### config.mk
export PLATFORM = sky130hd
export DESIGN_NAME = uart_tx_fifo
export DESIGN_NICKNAME = d
export VERILOG_FILES = /design/src/rtl/uart_tx_fifo.sv
export SDC_FILE = /design/constraint.sdc
export NUM_CORES = 1
export LEC_CHECK = 0
export CELL_PAD_IN_SITES_DETAIL_PLACEMENT = 1
export CELL_PAD_IN_SITES_GLOBAL_PLACEMENT = 1
export CORE_UTILIZATION = 46
export DETAILED_ROUTE_END_ITERATION = 6
export PLACE_DENSITY = 0.81
export SKIP_LAST_GASP = 1
export SYNTH_ARGS = -nofsm -noshare
export SYNTH_HDL_FRONTEND = slang
export SYNTH_SLANG_ARGS = --single-unit
### constraint.sdc
create_clock -name clk -period 5.5 [get_ports clk]
set_input_delay 0.55 -clock clk [delete_from_list [all_inputs] [get_ports clk]]
set_output_delay 0.55 -clock clk [all_outputs]
set_load 0.02 [all_outputs]
### src/rtl/uart_tx_fifo.sv
// UART transmitter with a valid/ready write port and an internal FIFO.
// Frames are start, DATA_WIDTH bits LSB-first, optional parity, then stop bits.
module uart_tx_fifo #(
    parameter int CLK_FREQ    = 100_000_000,
    parameter int BAUD_RATE   = 115_200,
    parameter int DATA_WIDTH  = 8,
    parameter int PARITY_MODE = 0,
    parameter int STOP_BITS   = 1,
    parameter int FIFO_DEPTH  = 4
) (
    input  logic                              clk,
    input  logic                              reset,
    input  logic [DATA_WIDTH-1:0]             tx_data,
    input  logic                              tx_valid,
    output logic                              tx_ready,
    output logic                              tx,
    output logic                              busy,
    output logic [$clog2(FIFO_DEPTH+1)-1:0]   fifo_count
);

    localparam int DIV    = CLK_FREQ / BAUD_RATE;
    localparam int CNT_W  = $clog2(DIV);
    localparam int BIT_W  = $clog2(DATA_WIDTH + 1);
    localparam int PTR_W  = $clog2(FIFO_DEPTH);
    localparam int FCNT_W = $clog2(FIFO_DEPTH + 1);

    localparam logic [CNT_W-1:0]  BAUD_LOAD  = CNT_W'(DIV - 1);
    localparam logic [BIT_W-1:0]  LAST_DATA  = BIT_W'(DATA_WIDTH - 1);
    localparam logic [BIT_W-1:0]  LAST_STOP  = BIT_W'(STOP_BITS - 1);
    localparam logic [FCNT_W-1:0] FULL_CNT   = FCNT_W'(FIFO_DEPTH);
    localparam logic              HAS_PARITY = (PARITY_MODE != 0);
    localparam logic              PAR_INV    = (PARITY_MODE == 2);

    typedef enum logic [2:0] {IDLE, START, DATA, PARITY, STOP} state_e;

    logic [DATA_WIDTH-1:0] mem_q [FIFO_DEPTH];
    logic [PTR_W-1:0]      wr_ptr_q, wr_ptr_d, rd_ptr_q, rd_ptr_d;
    logic [FCNT_W-1:0]     count_q, count_d;
    logic                  full, empty, push, pop;
    logic [DATA_WIDTH-1:0] head;

    state_e                state_q, state_d;
    logic [CNT_W-1:0]      baud_q, baud_d;
    logic [BIT_W-1:0]      bit_q, bit_d;
    logic [DATA_WIDTH-1:0] shift_q, shift_d;
    logic                  parity_q, parity_d;
    logic                  tx_q, tx_d;
    logic                  baud_done, start_frame;

    assign full     = (count_q == FULL_CNT);
    assign empty    = (count_q == '0);
    assign push     = tx_valid && !full;
    assign head     = mem_q[rd_ptr_q];
    assign tx_ready = !full;

    // NOTE: every always_comb output gets a default first so no path infers a latch.
    always_comb begin
        wr_ptr_d = wr_ptr_q;
        rd_ptr_d = rd_ptr_q;
        count_d  = count_q;
        if (push) wr_ptr_d = wr_ptr_q + PTR_W'(1);
        if (pop)  rd_ptr_d = rd_ptr_q + PTR_W'(1);
        case ({push, pop})
            2'b10:   count_d = count_q + FCNT_W'(1);
            2'b01:   count_d = count_q - FCNT_W'(1);
            default: count_d = count_q;
        endcase
    end

    // NOTE: storage is not reset; the pointers and count alone decide what is valid.
    always_ff @(posedge clk) begin
        if (push) mem_q[wr_ptr_q] <= tx_data;
    end

    assign baud_done = (baud_q == '0);

    always_comb begin
        state_d     = state_q;
        baud_d      = baud_q;
        bit_d       = bit_q;
        shift_d     = shift_q;
        parity_d    = parity_q;
        start_frame = 1'b0;
        if (state_q != IDLE) baud_d = baud_done ? BAUD_LOAD : baud_q - CNT_W'(1);

        case (state_q)
            IDLE:   start_frame = !empty;
            START:  if (baud_done) state_d = DATA;
            DATA: begin
                if (baud_done) begin
                    shift_d = shift_q >> 1;
                    if (bit_q == LAST_DATA) begin
                        bit_d   = '0;
                        state_d = HAS_PARITY ? PARITY : STOP;
                    end else begin
                        bit_d = bit_q + BIT_W'(1);
                    end
                end
            end
            PARITY: if (baud_done) state_d = STOP;
            STOP: begin
                if (baud_done) begin
                    if (bit_q == LAST_STOP) begin
                        bit_d       = '0;
                        state_d     = IDLE;
                        start_frame = !empty;
                    end else begin
                        bit_d = bit_q + BIT_W'(1);
                    end
                end
            end
            default: state_d = IDLE;
        endcase

        // Popping straight into START keeps back-to-back frames gapless.
        pop = start_frame;
        if (start_frame) begin
            state_d  = START;
            shift_d  = head;
            parity_d = (^head) ^ PAR_INV;
            baud_d   = BAUD_LOAD;
            bit_d    = '0;
        end

        // tx follows the next state so the line moves on the same edge as the FSM.
        case (state_d)
            START:   tx_d = 1'b0;
            DATA:    tx_d = shift_d[0];
            PARITY:  tx_d = parity_d;
            default: tx_d = 1'b1;
        endcase
    end

    always_ff @(posedge clk or negedge reset) begin
        if (!reset) begin
            wr_ptr_q <= '0;
            rd_ptr_q <= '0;
            count_q  <= '0;
            state_q  <= IDLE;
            baud_q   <= '0;
            bit_q    <= '0;
            shift_q  <= '0;
            parity_q <= 1'b0;
            tx_q     <= 1'b1;
        end else begin
            wr_ptr_q <= wr_ptr_d;
            rd_ptr_q <= rd_ptr_d;
            count_q  <= count_d;
            state_q  <= state_d;
            baud_q   <= baud_d;
            bit_q    <= bit_d;
            shift_q  <= shift_d;
            parity_q <= parity_d;
            tx_q     <= tx_d;
        end
    end

    assign tx         = tx_q;
    assign busy       = (state_q != IDLE);
    assign fifo_count = count_q;

endmodule

* Word-level counts from Yosys, hierarchy flattened *
Memories as Yosys holds them, arrays and structs flattened.
Cells that the tools add are included.

storage, ports and cells
  flip-flop bits (word level) = 34
  RAM bits = 32
  input port bits = 11
  logic and storage cells = 74
  memories kept = 1

cells by class
  $add $sub $neg = 6
  eq/ne operators = 13
  mux-type cells = 28
  reductions and logical operators = 16

memory list
  name   depth  width  read ports  clocked after memory_dff  wr ports  line  source
  mem_q  4      8      1           0                         1         36    logic [DATA_WIDTH-1:0] mem_q [FIFO_DEPTH];

operator list
  cell                                                 number
  two-way mux 10 bit                                   3
  two-way mux 8 bit                                    3
  two-way mux 3 bit                                    7
  two-way mux 4 bit                                    5
  case mux 3 bit (5 select lines)                      1
  equality test 3 x 2 -> 1 bit, second input constant  4
  zero test 10 bit                                     1
  subtractor 10 x 1 -> 10 bit, second input constant   1
  case mux 4 bit (2 select lines)                      1
  nonzero test 2 bit                                   4
  XOR reduction 8 bit                                  1
  equality test 3 x 1 -> 1 bit, second input constant  2
  equality test 3 bit, second input constant           2
  zero test 3 bit                                      2
  != test 3 bit, second input constant                 2
  case mux 3 bit (2 select lines)                      1
  nonzero test 3 bit                                   2
  two-way mux 1 bit                                    5
  adder 2 x 1 -> 2 bit, second input constant          2
  adder 4 x 1 -> 4 bit, second input constant          1
  equality test 4 x 3 -> 1 bit, second input constant  1
  zero test 4 bit                                      1
  adder 3 x 1 -> 3 bit, second input constant          1
  case mux 1 bit (3 select lines)                      1
  8 further kinds                                      9

* Longest topological paths before layout *
  word-level depth = 8
  mapped depth = 13
  depth with buffers taken out = 12

* Least setup slack after synthesis *
Ideal clock, no wire load.

  path type = reg2reg
  start = register baud_q[0]
  end = register count_q[2] (netlist: fifo_count[2])
  arrival = 2675 ps
  data required time = 5420 ps
  slack = 2745 ps
  cell stages (with the launch flop) = 14
  cells stage by stage = dfrtp_1 > inv_1 > ha_1 > nor4b_2 > nand4_1 > a2111o_1 > clkinv_4 > buf_12 > ha_1 > inv_1 > fa_1 > xor2_1 > nor2_1 > xor2_1

on the way
  cells in the longest elaborated chain, start to end = 5

RTL lines
  what                                                                   line  source
  start, declared                                                        43    logic [CNT_W-1:0] baud_q, baud_d;
  start signal, assigned                                                 150   baud_q <= baud_d;
  zero test 10 bit (*)                                                   75    assign baud_done = (baud_q == '0);
  two-way mux 1 bit (*)                                                  102   if (baud_done) begin
  case mux 1 bit (2 select lines) (*)                                    86    case (state_q)
  equality test 2 x 1 -> 1 bit or equality test 2 bit (tied branches)    63    case ({push, pop})
  case mux 3 bit (2 select lines) or nonzero test 2 bit (tied branches)  --
  end signal, assigned                                                   148   count_q <= count_d;
  end, declared                                                          38    logic [FCNT_W-1:0] count_q, count_d;

Every way passes the cells marked *; elsewhere a longest branch is shown, timed or not.
A chain may end at the register's enable or synchronous reset.

* Worst setup path in the final report *
Ends and elaborated chain as after synthesis.

==> flow_metrics.env <==
export IMPL_p_int_mw=1.21
export IMPL_route_detailed_wl_per_inst_um=18.4
export IMPL_multiInputGateArea_um2=1200
export IMPL_p_total_mw=1.85
export IMPL_io_buffers=16
export IMPL_synth_async_reset_ratio_pct=51.5
export IMPL_clock_sinks=66
export IMPL_rsz0062_at_grt="false"
export IMPL_path_class="reg -> reg"
export IMPL_fp_dieW_um=84.6
export IMPL_yosysMostFrequentCell="dfrtp_1"
export IMPL_cp_data_required_time_ns=5.77
export IMPL_place_congestion=0.790
export IMPL_synth_nets=262
export IMPL_io_pin_count=17
export IMPL_cpPeakStageDelay_ns=0.64
export IMPL_worst_skew_pair_late_latency_ns=0.35
export IMPL_worstPathCellList="inv_1, ha_1, nor4b_2, nand4_1, a2111o_1, clkinv_4, ha_1, inv_1, fa_1, xor2_1, nor2_1, xor2_1"
export IMPL_syn_to_final_growth_pct=13.1
export IMPL_synth_cell_types=52
export IMPL_post_cts_buffers=0
export IMPL_fp_dieH_um=84.6
export IMPL_nFillCells=660
export IMPL_grt_start_max_net_pins=35
export IMPL_skew_ns=0.0121
export IMPL_grt_usage_pct=19.8
export IMPL_clkSlewWorstSetupHoldPaths_ns=0.08
export IMPL_start_util_pct=48.6
export IMPL_yosys_area_top_type="edfxtp_1"
export IMPL_leakage_nw=1.34
export IMPL_setup_violations=0
export IMPL_netlist_area_um2=3140
export IMPL_ys_seq_elements=66
export IMPL_synth_area_top_cells="edfxtp_1, dfrtp_1, mux4_2"
export IMPL_dp_cells=327
export IMPL_grt_pass1_vias=2081
export IMPL_row_count=29
export IMPL_power_density_nw_per_um2=522
export IMPL_min_path_type="reg -> reg"
export IMPL_switching_share_pct=34.5
export IMPL_routed_wl_mm=6.30
export IMPL_path_delay_family="adder cells"
export IMPL_pwr_share_clk_pct=24.4
export IMPL_layout_min_cycle_time_ns=3.18
export IMPL_drive_gt1_share_pct=16.2
export IMPL_critical_path_startpoint_type="register"
export IMPL_synth_top_flop_cell="dfrtp_1"
export IMPL_seq_area_frac_synth_pct=57.7
export IMPL_vias=1920
export IMPL_seq_power_share_pct=42.8
export IMPL_drc=0
export IMPL_crit_fanout=18
export IMPL_hpwl_mm=4.39
export IMPL_synth_cells=242
export IMPL_dieArea_um2=7160
export IMPL_cp_slowest_cell="a2111o_1"
export IMPL_critPathCaptureType="register"
export IMPL_cts_tree="built"
export IMPL_ant_nets=0
export IMPL_drtIter0Drc=94
export IMPL_switchingPower_mw=0.640
export IMPL_via_per_inst=5.60
export IMPL_tns_ns=0
export IMPL_postLayoutCoreUtil_pct=55.0
export IMPL_grt_pass1_wl_mm=10.7
export IMPL_coreArea_um2=6460
export IMPL_cts_inserted_buffers=9
export IMPL_relSlewSlack_pct=58.2
export IMPL_comb_power_share_pct=32.8
export IMPL_synthTopCellsByCount="dfrtp_1, edfxtp_1, nand2_1"
export IMPL_critPathBufInv=3
export IMPL_cp_arrival_ns=3.45
export IMPL_synth_top_cell_area_share_pct=30.6
export IMPL_fin_cells=343
export IMPL_ir_drop_v=0.000302
export IMPL_grt_overflow=0
export IMPL_worst_pin_slew_ns=0.622
export IMPL_max_cap_violations=0
export IMPL_root_buffer="clkbuf_8"
export IMPL_drt_pass1_iterations=4
export IMPL_cts_htree_levels=3
export IMPL_status="complete, no violations"
export IMPL_maxSlewViolCount=0
export IMPL_hold_buffers=0
export IMPL_antenna_found_initial=0
export IMPL_r2r_slack_ns=2.32
export IMPL_diodes=0
export IMPL_ctsResizeCount=0
export IMPL_hold_viol_final=0
export IMPL_max_clock_freq_ghz=0.314
export IMPL_syn_avg_cell_area_um2=13.0
export IMPL_synth_enable_flop_cells=32
export IMPL_timing_final_crit_share_pct=57.8
export IMPL_ys_warnings_count=0
export IMPL_ctsLongestPathBuffers=2
export IMPL_fin_nets=281
export IMPL_regArea_um2=1810
-- tightest hold or removal path, delay by kind of cell, from the launching register on --
kind	cells	cell delay, ns
simple gates	2	0.11
flops	1	0.35
-- routing by layer --
metal | up-vias | track usage, % | routed length [um]
met5 | - | 0 | 0
met4 | 0 | 6.93 | 116
met3 | 14 | 5.51 | 179
met2 | 31 | 32.5 | 3160
met1 | 980 | 25.5 | 2840
li1 | 895 | - | -
-- cell families after synthesis --
group,share of synthesized area (%)
and+or+nand+nor,13.5
DFF,57.7
AOI/OAI and AO/OA,6.73
buffers and inverters,4.02
xor gates and xnor gates,5.82
muxes,8.33
adders and majority gates,3.82
-- final timing paths --
kind / cells after the start / startpoint / end
worst max-delay path: 12 / baud_q[0] / fifo_count[2]
worst min-delay path: 2 / shift_q[5] / shift_q[4]
worst max register to register: 12 / baud_q[0] / fifo_count[2]
worst min register to register: 2 / shift_q[5] / shift_q[4]
max in group asynchronous: 2 / reset / tx
min in group asynchronous: 2 / reset / baud_q[2]
-- through the flow --
step                      setup WS [ns]  cell area, um^2  hold WS, ns
after floorplan                    2.75             3140        0.254
after global placement             2.50             3340        0.462
after detailed placement           2.33             3340        0.481
after CTS                          2.31             3550        0.495
after global routing               2.10             3550        0.524
final                              2.32             3550        0.493
-- power by group through the flow --
| stage | registers (mW) | clock network [mW] | logic [mW] |
|---|---|---|---|
| 6_report | 0.794 | 0.453 | 0.608 |
| 5_1_grt | 0.815 | 0.477 | 0.678 |
| 4_1_cts | 0.797 | 0.462 | 0.617 |
| 3_5_place_dp | 0.804 | 0 | 0.612 |
| 3_3_place_gp | 0.793 | 0 | 0.593 |
| 2_1_floorplan | 0.751 | 0 | 0.499 |
-- cell usage in the layout (no fill, tap or decap), types with 2 or more instances in the layout --
cell type and count:
a21oi_1 10, and2_1 2, and3_1 6, bufinv_16 2, clkbuf_8 9, clkdlybuf4s50_1 16, clkinvlp_4 2, dfrtp_1 33
edfxtp_1 32, ha_1 8, inv_1 13, mux2i_1 7, mux4_2 8, nand2_1 20, nand2_2 6, nand2b_1 2
nand3_1 5, nand3b_1 2, nor2_1 14, nor3_1 3, nor3b_1 3, o21ai_0 9, o21ai_1 2, o21ai_2 3
o41a_1 2, xnor2_1 15, xor2_1 4
-- flip-flops by register name, indices dropped and copies added, names as in the netlist --
signal and flops:
fifo_count 3, rd_ptr_q 2, shift_q 8, state_q 3
tx 1, wr_ptr_q 2, bit_q 4, parity_q 1
baud_q 10, mem_q 32
-- final cells by class --
| cell class | instances | share of cell area (%) |
|---|---|---|
| Sequential cell | 66 | 51.0 |
| Timing Repair Buffer | 17 | 4.72 |
| Tap cell | 77 | 2.71 |
| Clock buffer | 9 | 3.49 |
| Inverter | 14 | 1.62 |
| Multi-Input combinational cell | 153 | 33.8 |
| Clock inverter | 7 | 2.61 |
No activity file was read; power rests on OpenSTA's default activity.
